[src/rtl/hyperbus_pkg.sv]
// Shared HyperBus device-side definitions: CA field positions, responder states
// and the register-space word addresses.
package hyperbus_pkg;

    localparam int unsigned CaBitRead   = 47;
    localparam int unsigned CaBitReg    = 46;
    localparam int unsigned CaBitLinear = 45;

    localparam logic [31:0] RegAddrId0 = 32'h0000_0000;
    localparam logic [31:0] RegAddrCr0 = 32'h0000_0800;

    typedef enum logic [2:0] {
        IDLE,
        CA,
        LAT,
        WDATA,
        RDATA
    } hyper_dev_state_e;

endpackage

[src/rtl/hyperbus_dev_regs.sv]
// HyperBus device register space: read-only ID0 and a store-only CR0.
// Only instantiated when HYPERBUS_DEV_REG_SPACE_EN is defined.
module hyperbus_dev_regs
    import hyperbus_pkg::*;
#(
    parameter int unsigned AddrWidth = 16,
    parameter logic [15:0] IdValue   = 16'h0C81,
    parameter logic [15:0] Cr0Reset  = 16'h8F1F
) (
    input  logic                 clk_i,
    input  logic                 rst_ni,
    input  logic                 clr_i,
    input  logic                 we_i,
    input  logic [AddrWidth-1:0] addr_i,
    input  logic [15:0]          wdata_i,
    input  logic [1:0]           be_i,
    output logic [15:0]          rdata_o
);

    logic [15:0] cr0_q, cr0_d;
    logic        hit_id0, hit_cr0;

    assign hit_id0 = (addr_i == AddrWidth'(RegAddrId0));
    assign hit_cr0 = (addr_i == AddrWidth'(RegAddrCr0));

    always_comb begin
        cr0_d = cr0_q;
        if (clr_i) begin
            cr0_d = Cr0Reset;
        end else if (we_i && hit_cr0) begin
            if (be_i[1]) cr0_d[15:8] = wdata_i[15:8];
            if (be_i[0]) cr0_d[7:0]  = wdata_i[7:0];
        end
    end

    always_ff @(posedge clk_i or negedge rst_ni) begin
        if (!rst_ni) cr0_q <= Cr0Reset;
        else         cr0_q <= cr0_d;
    end

    always_comb begin
        rdata_o = 16'h0000;
        if (hit_id0)      rdata_o = IdValue;
        else if (hit_cr0) rdata_o = cr0_q;
    end

endmodule

[src/rtl/hyperbus_dev_responder.sv]
// HyperBus device-side responder: CA decode, fixed 2x latency, SRAM-backed bursts.
// Register space is built only when HYPERBUS_DEV_REG_SPACE_EN is defined.
module hyperbus_dev_responder
    import hyperbus_pkg::*;
#(
    parameter int unsigned AddrWidth = 16,
    parameter int unsigned Latency   = 6,
    parameter logic [15:0] IdValue   = 16'h0C81,
    parameter logic [15:0] Cr0Reset  = 16'h8F1F
) (
    input  logic                 clk_i,
    input  logic                 rst_ni,
    input  logic                 hyper_cs_ni,
    input  logic                 hyper_ck_i,
    input  logic                 hyper_reset_ni,
    input  logic [7:0]           hyper_dq_i,
    output logic [7:0]           hyper_dq_o,
    output logic                 hyper_dq_oe_o,
    input  logic                 hyper_rwds_i,
    output logic                 hyper_rwds_o,
    output logic                 hyper_rwds_oe_o,
    output logic                 mem_req_o,
    output logic                 mem_we_o,
    output logic [AddrWidth-1:0] mem_addr_o,
    output logic [15:0]          mem_wdata_o,
    output logic [1:0]           mem_be_o,
    input  logic [15:0]          mem_rdata_i
);

    localparam int unsigned LatEdges = 4 * Latency - 6;

    hyper_dev_state_e state_q, state_d;
    logic                 ck_q, cs_q, ck_edge;
    logic [2:0]           ca_cnt_q, ca_cnt_d;
    logic [39:0]          ca_q, ca_d;
    logic [47:0]          ca_full;
    logic [31:0]          word_addr_full;
    logic [AddrWidth-1:0] start_addr;
    logic [7:0]           lat_cnt_q, lat_cnt_d;
    logic                 is_read_q, is_read_d, is_reg_q, is_reg_d, is_linear_q, is_linear_d;
    logic [AddrWidth-1:0] addr_q, addr_d;
    logic                 byte_sel_q, byte_sel_d;
    logic [7:0]           hi_q, hi_d;
    logic                 mask_hi_q, mask_hi_d;
    logic [15:0]          rd_word_q, rd_word_d, cur_word, reg_rdata;
    logic                 rd_valid_q, rd_valid_d;
    logic [7:0]           dq_q, dq_d;
    logic                 dq_oe_q, dq_oe_d, rwds_q, rwds_d, rwds_oe_q, rwds_oe_d;
    logic                 mem_req_q, mem_req_d, mem_we_q, mem_we_d;
    logic [AddrWidth-1:0] mem_addr_q, mem_addr_d;
    logic [15:0]          mem_wdata_q, mem_wdata_d;
    logic [1:0]           mem_be_q, mem_be_d;
    logic                 unused_ca;

    function automatic logic [AddrWidth-1:0] next_addr(input logic [AddrWidth-1:0] a,
                                                       input logic linear);
        if (linear) return a + AddrWidth'(1);
        return {a[AddrWidth-1:4], a[3:0] + 4'd1};
    endfunction

    assign ck_edge        = hyper_ck_i ^ ck_q;
    assign ca_full        = {ca_q, hyper_dq_i};
    assign word_addr_full = {ca_full[44:16], ca_full[2:0]};
    assign start_addr     = word_addr_full[AddrWidth-1:0];
    assign unused_ca      = ^{ca_full[15:3], word_addr_full};

    // The word requested last cycle is on mem_rdata_i now; bypass it so edges 2 clocks apart still work.
    assign cur_word = is_reg_q   ? reg_rdata :
                      rd_valid_q ? mem_rdata_i : rd_word_q;

`ifdef HYPERBUS_DEV_REG_SPACE_EN
    logic reg_we;

    assign reg_we = (state_q == WDATA) && ck_edge && byte_sel_q && is_reg_q &&
                    !hyper_cs_ni && hyper_reset_ni;

    hyperbus_dev_regs #(
        .AddrWidth(AddrWidth),
        .IdValue  (IdValue),
        .Cr0Reset (Cr0Reset)
    ) u_regs (
        .clk_i  (clk_i),
        .rst_ni (rst_ni),
        .clr_i  (~hyper_reset_ni),
        .we_i   (reg_we),
        .addr_i (addr_q),
        .wdata_i({hi_q, hyper_dq_i}),
        .be_i   (~{mask_hi_q, hyper_rwds_i}),
        .rdata_o(reg_rdata)
    );
`else
    logic [31:0] unused_params;

    assign unused_params = {IdValue, Cr0Reset};
    assign reg_rdata     = 16'h0000;
`endif

    always_comb begin
        state_d     = state_q;
        ca_cnt_d    = ca_cnt_q;
        ca_d        = ca_q;
        lat_cnt_d   = lat_cnt_q;
        is_read_d   = is_read_q;
        is_reg_d    = is_reg_q;
        is_linear_d = is_linear_q;
        addr_d      = addr_q;
        byte_sel_d  = byte_sel_q;
        hi_d        = hi_q;
        mask_hi_d   = mask_hi_q;
        rd_valid_d  = mem_req_q & ~mem_we_q;
        rd_word_d   = rd_valid_q ? mem_rdata_i : rd_word_q;
        dq_d        = dq_q;
        dq_oe_d     = dq_oe_q;
        rwds_d      = rwds_q;
        rwds_oe_d   = rwds_oe_q;
        mem_req_d   = 1'b0;
        mem_we_d    = 1'b0;
        mem_addr_d  = mem_addr_q;
        mem_wdata_d = mem_wdata_q;
        mem_be_d    = mem_be_q;

        // CS high or host reset aborts from any state, dropping any half-received word.
        if (hyper_cs_ni || !hyper_reset_ni) begin
            state_d    = IDLE;
            byte_sel_d = 1'b0;
            dq_d       = 8'h00;
            dq_oe_d    = 1'b0;
            rwds_d     = 1'b0;
            rwds_oe_d  = 1'b0;
        end else begin
            unique case (state_q)
                IDLE: begin
                    if (cs_q) begin
                        state_d   = CA;
                        ca_cnt_d  = 3'd0;
                        rwds_d    = 1'b1;
                        rwds_oe_d = 1'b1;
                    end
                end
                CA: begin
                    if (ck_edge) begin
                        ca_d     = ca_full[39:0];
                        ca_cnt_d = ca_cnt_q + 3'd1;
                        if (ca_cnt_q == 3'd5) begin
                            is_read_d   = ca_full[CaBitRead];
                            is_reg_d    = ca_full[CaBitReg];
                            is_linear_d = ca_full[CaBitLinear];
                            addr_d      = start_addr;
                            byte_sel_d  = 1'b0;
                            rwds_d      = 1'b0;
                            rwds_oe_d   = 1'b0;
                            lat_cnt_d   = 8'(LatEdges);
                            if (!ca_full[CaBitRead] && ca_full[CaBitReg]) begin
                                state_d = WDATA;
                            end else begin
                                state_d = LAT;
                                if (ca_full[CaBitRead] && !ca_full[CaBitReg]) begin
                                    mem_req_d  = 1'b1;
                                    mem_addr_d = start_addr;
                                    addr_d     = next_addr(start_addr, ca_full[CaBitLinear]);
                                end
                            end
                        end
                    end
                end
                LAT: begin
                    if (ck_edge) begin
                        lat_cnt_d = lat_cnt_q - 8'd1;
                        if (lat_cnt_q == 8'd1) begin
                            byte_sel_d = 1'b0;
                            if (is_read_q) begin
                                state_d   = RDATA;
                                dq_oe_d   = 1'b1;
                                rwds_d    = 1'b0;
                                rwds_oe_d = 1'b1;
                            end else begin
                                state_d = WDATA;
                            end
                        end
                    end
                end
                WDATA: begin
                    if (ck_edge) begin
                        if (!byte_sel_q) begin
                            hi_d       = hyper_dq_i;
                            mask_hi_d  = hyper_rwds_i;
                            byte_sel_d = 1'b1;
                        end else begin
                            byte_sel_d = 1'b0;
                            if (!is_reg_q) begin
                                mem_req_d   = 1'b1;
                                mem_we_d    = 1'b1;
                                mem_addr_d  = addr_q;
                                mem_wdata_d = {hi_q, hyper_dq_i};
                                mem_be_d    = ~{mask_hi_q, hyper_rwds_i};
                                addr_d      = next_addr(addr_q, is_linear_q);
                            end
                        end
                    end
                end
                RDATA: begin
                    if (ck_edge) begin
                        rwds_d = ~rwds_q;
                        if (!byte_sel_q) begin
                            dq_d       = cur_word[15:8];
                            byte_sel_d = 1'b1;
                        end else begin
                            dq_d       = cur_word[7:0];
                            byte_sel_d = 1'b0;
                            if (!is_reg_q) begin
                                mem_req_d  = 1'b1;
                                mem_addr_d = addr_q;
                                addr_d     = next_addr(addr_q, is_linear_q);
                            end
                        end
                    end
                end
                default: state_d = IDLE;
            endcase
        end
    end

    always_ff @(posedge clk_i or negedge rst_ni) begin
        if (!rst_ni) begin
            state_q     <= IDLE;
            ck_q        <= 1'b0;
            cs_q        <= 1'b1;
            ca_cnt_q    <= 3'd0;
            ca_q        <= '0;
            lat_cnt_q   <= 8'd0;
            is_read_q   <= 1'b0;
            is_reg_q    <= 1'b0;
            is_linear_q <= 1'b0;
            addr_q      <= '0;
            byte_sel_q  <= 1'b0;
            hi_q        <= 8'h00;
            mask_hi_q   <= 1'b0;
            rd_word_q   <= 16'h0000;
            rd_valid_q  <= 1'b0;
            dq_q        <= 8'h00;
            dq_oe_q     <= 1'b0;
            rwds_q      <= 1'b0;
            rwds_oe_q   <= 1'b0;
            mem_req_q   <= 1'b0;
            mem_we_q    <= 1'b0;
            mem_addr_q  <= '0;
            mem_wdata_q <= 16'h0000;
            mem_be_q    <= 2'b00;
        end else begin
            state_q     <= state_d;
            ck_q        <= hyper_ck_i;
            cs_q        <= hyper_cs_ni;
            ca_cnt_q    <= ca_cnt_d;
            ca_q        <= ca_d;
            lat_cnt_q   <= lat_cnt_d;
            is_read_q   <= is_read_d;
            is_reg_q    <= is_reg_d;
            is_linear_q <= is_linear_d;
            addr_q      <= addr_d;
            byte_sel_q  <= byte_sel_d;
            hi_q        <= hi_d;
            mask_hi_q   <= mask_hi_d;
            rd_word_q   <= rd_word_d;
            rd_valid_q  <= rd_valid_d;
            dq_q        <= dq_d;
            dq_oe_q     <= dq_oe_d;
            rwds_q      <= rwds_d;
            rwds_oe_q   <= rwds_oe_d;
            mem_req_q   <= mem_req_d;
            mem_we_q    <= mem_we_d;
            mem_addr_q  <= mem_addr_d;
            mem_wdata_q <= mem_wdata_d;
            mem_be_q    <= mem_be_d;
        end
    end

    assign hyper_dq_o      = dq_q;
    assign hyper_dq_oe_o   = dq_oe_q;
    assign hyper_rwds_o    = rwds_q;
    assign hyper_rwds_oe_o = rwds_oe_q;
    assign mem_req_o       = mem_req_q;
    assign mem_we_o        = mem_we_q;
    assign mem_addr_o      = mem_addr_q;
    assign mem_wdata_o     = mem_wdata_q;
    assign mem_be_o        = mem_be_q;

endmodule

[config.mk]
export PLATFORM = sky130hd
export DESIGN_NAME = hyperbus_dev_responder
export DESIGN_NICKNAME = d
export VERILOG_FILES = /design/src/rtl/hyperbus_pkg.sv /design/src/rtl/hyperbus_dev_regs.sv /design/src/rtl/hyperbus_dev_responder.sv
export SDC_FILE = /design/constraint.sdc
export NUM_CORES = 1
export LEC_CHECK = 0
export CAP_MARGIN = 40
export CORE_AREA = 2 2 124 126
export CTS_CLUSTER_SIZE = 10
export DETAILED_ROUTE_END_ITERATION = 10
export DIE_AREA = 0 0 126 128
export PLACE_DENSITY = 0.73
export SYNTH_ARGS = -nofsm -noshare
export SYNTH_HDL_FRONTEND = slang
export SYNTH_SLANG_ARGS = --single-unit
[constraint.sdc]
create_clock -name clk_i -period 3.6 [get_ports clk_i]
set_input_delay 0.36 -clock clk_i [delete_from_list [all_inputs] [get_ports clk_i]]
set_output_delay 0.36 -clock clk_i [all_outputs]
set_load 0.01 [all_outputs]
==> results.md <==
- The half-perimeter wire length of the detailed placement result is 10.2 mm.
- The startpoint of the worst setup timing path is state_q[0]$_DFFE_PN0P_.
- The global-route layer with the greatest usage is met2.
- The floorplan row count is between 40 and 50.
- CTS placed an instance of sky130_fd_sc_hd__clkbuf_16 at the clock tree root.
- Buffers added to address setup during post-CTS repair amount to 0.
- The top cell types in the final layout, fill and taps aside, are sky130_fd_sc_hd__dfrtp_1, sky130_fd_sc_hd__clkdlybuf4s50_1, sky130_fd_sc_hd__mux2_2, sky130_fd_sc_hd__o21ai_0, sky130_fd_sc_hd__nand2_1.
- The antenna diode instance count is 0.
- The total negative setup slack is 0 ns.
- The static leakage power is 3.61 nW.
- The flow ran to the end, and the final reports show no timing, DRC or antenna violations.
- The total power consumption of the routed design is 4.33 mW.
- Setup violations remaining at the end of the flow were counted as 0.
- The clock latency on the worst-skew pair is 0.42 ns.
- The type of origin of the critical path is a flop.
- Wires add up to 14.9 mm.
- The hold violation total from the final report was 0.
- The number of enable-type register cells in the synthesized netlist is 0.
- The endpoint of the most critical setup path is addr_q[0]$_DFFE_PN0P_.
- The tool flagged a number of max-cap violations equal to 0.
- Leaving out fill and tap cells, the most frequent cell in the layout is sky130_fd_sc_hd__dfrtp_1.
- The type of the worst setup path is reg -> reg.
- The initial utilization of the core area, before any placement, comes to 0.453.
- The mapped netlist covers 0.00673 mm^2.
- The initial antenna violation count is 0.
- Of the total synthesized cell area, the portion taken by XOR and XNOR cells is 0.0310.
- The adder-cell area share of the yosys netlist is 0.0112.
- The largest fanout of any net on the critical path is 20.
- The slew of the pin with the lowest slew margin is 0.856 ns.
- The share of the Yosys chip area taken by registers is 0.517.
- The worst hold slack is a little over 0.02 ns.
- The global placement routability congestion is 0.910.
- The compound-cell area share of the yosys netlist is 0.108.
- The met3 usage is 0.0492.
- The number of ports placed on the die boundary is 77.
- The remaining antenna violation count after routing is 0.
- From synthesis to final layout, the design area changed by 22.0%.
- TritonCTS built the clock tree.
- The synthesis warning total is 0.
- The post-synthesis area per instance is 11.2 um^2.
- Across the VDD grid, the largest voltage drop is 0.323 mV.
- The total track usage is 0.195.
- For met2 alone, demand over resource in global routing was 0.314.
- The number of H-tree branching levels is 4.
- The maximum number of buffers from clock root to sink is 2.
- In this run the critical register-to-register path is launched from state_q[0]$_DFFE_PN0P_.
- The average via count per standard cell is between 5 and 6.
- The final-report max-slew violation count is 0.
- Counting flops and latches in the post-synthesis netlist gives approximately 140.
- The clock period minus worst slack is 2.45 ns.
- The share of synthesized cell area in and, or, nand and nor gates is 0.138.
- The die is 128 um tall.
- Setup repair after global routing left no endpoint under its margin.
- The worst reg2reg path endpoint is addr_q[0]$_DFFE_PN0P_.
- The number of cells on the worst reg-to-reg path is 5.
- The worst pin sits at a relative slew slack of 0.428.
- Counting flops with an async set or reset pin after synthesis yields a share of 1.00.
- The final critical-path share of the clock period is 0.680.
- The worst setup path is captured at a flop.
- After routing the design area is 0.00821 mm^2.
- The TritonCTS sink count is 139.
- The path class of the tightest hold or removal check is in -> async.
- The number of hold buffers added after CTS was 0.
- The die outline area is 0.0161 mm^2.
- The synthesized net count is 638.
- The first routing iteration left around 420 violations.
- The post-CTS clock slew at the launch and capture registers of the worst setup and hold paths is 0.06 ns.
- The number of detailed-routing iterations run before antenna repair is 5.
- The number of library cell types mapped by synthesis is 66.
- The pin count of the biggest net entering global routing is 95.
- The final routed wire length divided by cell count is ~17 um.
- The final layout contains 708 nets.
- Measured against the total synthesized area, the mux share comes to 0.161.
- The post-CTS resize count is 0.
- The dominant register cell in the synthesized netlist is sky130_fd_sc_hd__dfrtp_1.
- The via count is 4968.
- By area, the combinational part of the netlist is dominated by multiplexers.
- The share of cells above drive strength 1 is 0.188.
- Across all register-to-register paths, the minimum setup slack is 1.15 ns.
- The port buffer count is 76.
- Counting the fill cells in the layout gives 1285.
- The number of global-route vias before repair was 5014.
- Synthesis produced a netlist whose cell count is around 600.
- The total overflow left after global routing is 0.
- For the final database, setup skew stands at 0.00842 ns.
- The post-detailed-placement cell area is 0.00762 mm^2.
- After detailed routing, the number of remaining DRC violations is 0.
- STA puts the critical path data arrival time at 2.71 ns.
- The total power divided by cell area is 527 mW/mm^2.
- The first global-routing pass estimated 25.2 mm of wire.
- The number of buffers created by CTS is 17.
- The area of the placeable core is 0.0149 mm^2.
- The required time of the critical path is roughly 3.9 ns.
- For met1 alone, demand over resource in global routing was 0.256.
- Derived from the worst setup path, the maximum achievable clock frequency is 408 MHz.
- The floorplan step set the die width to approximately 130 um.
==> cells in the mapped netlist, types with 7 or more instances <==
cell,number,share of area
sky130_fd_sc_hd__dfrtp_1,138,0.51
sky130_fd_sc_hd__mux2_2,71,0.12
sky130_fd_sc_hd__o21ai_0,55,0.041
sky130_fd_sc_hd__nand2_1,52,0.029
sky130_fd_sc_hd__nor2_1,31,0.017
sky130_fd_sc_hd__nand3_1,26,0.019
sky130_fd_sc_hd__mux2i_1,24,0.036
sky130_fd_sc_hd__a21oi_1,20,0.015
sky130_fd_sc_hd__buf_2,14,0.010
sky130_fd_sc_hd__clkbuf_1,13,0.0073
sky130_fd_sc_hd__xor2_1,13,0.017
sky130_fd_sc_hd__inv_1,10,0.0056
sky130_fd_sc_hd__xnor2_1,9,0.012
sky130_fd_sc_hd__nand4_1,7,0.0065
sky130_fd_sc_hd__nor3_1,7,0.0052
sky130_fd_sc_hd__nor4_1,7,0.0065
==> state kept, by name (all words and copies together) (netlist names), 2 cells and up <==
signal	count
hyper_dq_o	8
ca_q	30
rd_word_q	16
mem_be_o	2
state_q	3
lat_cnt_q	8
ca_cnt_q	3
hi_q	8
addr_q	16
mem_addr_o	16
mem_wdata_o	16
==> worst min-delay path by stage <==
| stage | from | end | slack, ns | cells after the start |
|---|---|---|---|---|
| final | rst_ni | hyper_rwds_oe_o$_DFFE_PN0P_ | 0.02 | 1 |
| after global routing | rst_ni | hyper_rwds_o$_DFFE_PN0P_ | 0.09 | 1 |
| after CTS | rst_ni | hyper_rwds_oe_o$_DFFE_PN0P_ | 0.06 | 1 |
| after detailed placement | mem_we_o$_DFF_PN0_ | rd_valid_q$_DFF_PN0_ | 0.43 | 1 |
| after global placement | mem_we_o$_DFF_PN0_ | rd_valid_q$_DFF_PN0_ | 0.43 | 1 |
| after floorplan | rst_ni | addr_q[0]$_DFFE_PN0P_ | 0.06 | 0 |
==> critical path, cell delays in order, from the launching register on <==
cell                       delay [ns]
sky130_fd_sc_hd__dfrtp_1         0.80
sky130_fd_sc_hd__or3b_4          0.49
sky130_fd_sc_hd__o211ai_2        0.26
sky130_fd_sc_hd__o21bai_1        0.44
sky130_fd_sc_hd__or3_1           0.21
sky130_fd_sc_hd__o311ai_1        0.09
==> report_power, final <==
part	total (mW)	leakage, nW	switching [mW]	internal [mW]
combinational	0.599	1.42	0.296	0.303
sequential	1.97	1.90	0.223	1.75
clock	1.76	0.286	0.656	1.10
total	4.33	3.61	1.18	3.16
==> layout make-up <==
class	count	area [um^2]	share of cell area
flip-flops and latches	139	3480	0.424
multi-input cells	418	3030	0.369
clock buffers	20	447	0.0544
repair buffers	86	837	0.102
clock inverters	12	146	0.0178
inverters	10	37.5	0.00457
well taps	188	235	0.0286
==> per-layer routing <==
metal,vias up,share of wire
met4,0,0.023
met1,2430,0.45
met5,-,0
li1,2319,-
met3,34,0.060
met2,185,0.47
==> logic make-up (layout without fill, tap and decap cells) <==
logic type / count (synthesis) / after routing
flip-flops: 139 / 139
AND/OR/NAND/NOR: 175 / 175
adder cells (fa/ha/maj): 6 / 6
multiplexers: 98 / 98
XOR/XNOR: 23 / 23
AO/OA/AOI/OAI: 116 / 116
buffers and inverters: 45 / 128
==> through the flow <==
step | setup slack (ns) | std cells | utilization
final | 1.15 | 873 | 0.553
after global routing | 1.02 | 873 | 0.553
after CTS | 1.21 | 873 | 0.553
after detailed placement | 0.956 | 841 | 0.513
after global placement | 1.04 | 841 | 0.513
after floorplan | 1.67 | 602 | -
Power figures use the tool's default switching activity.
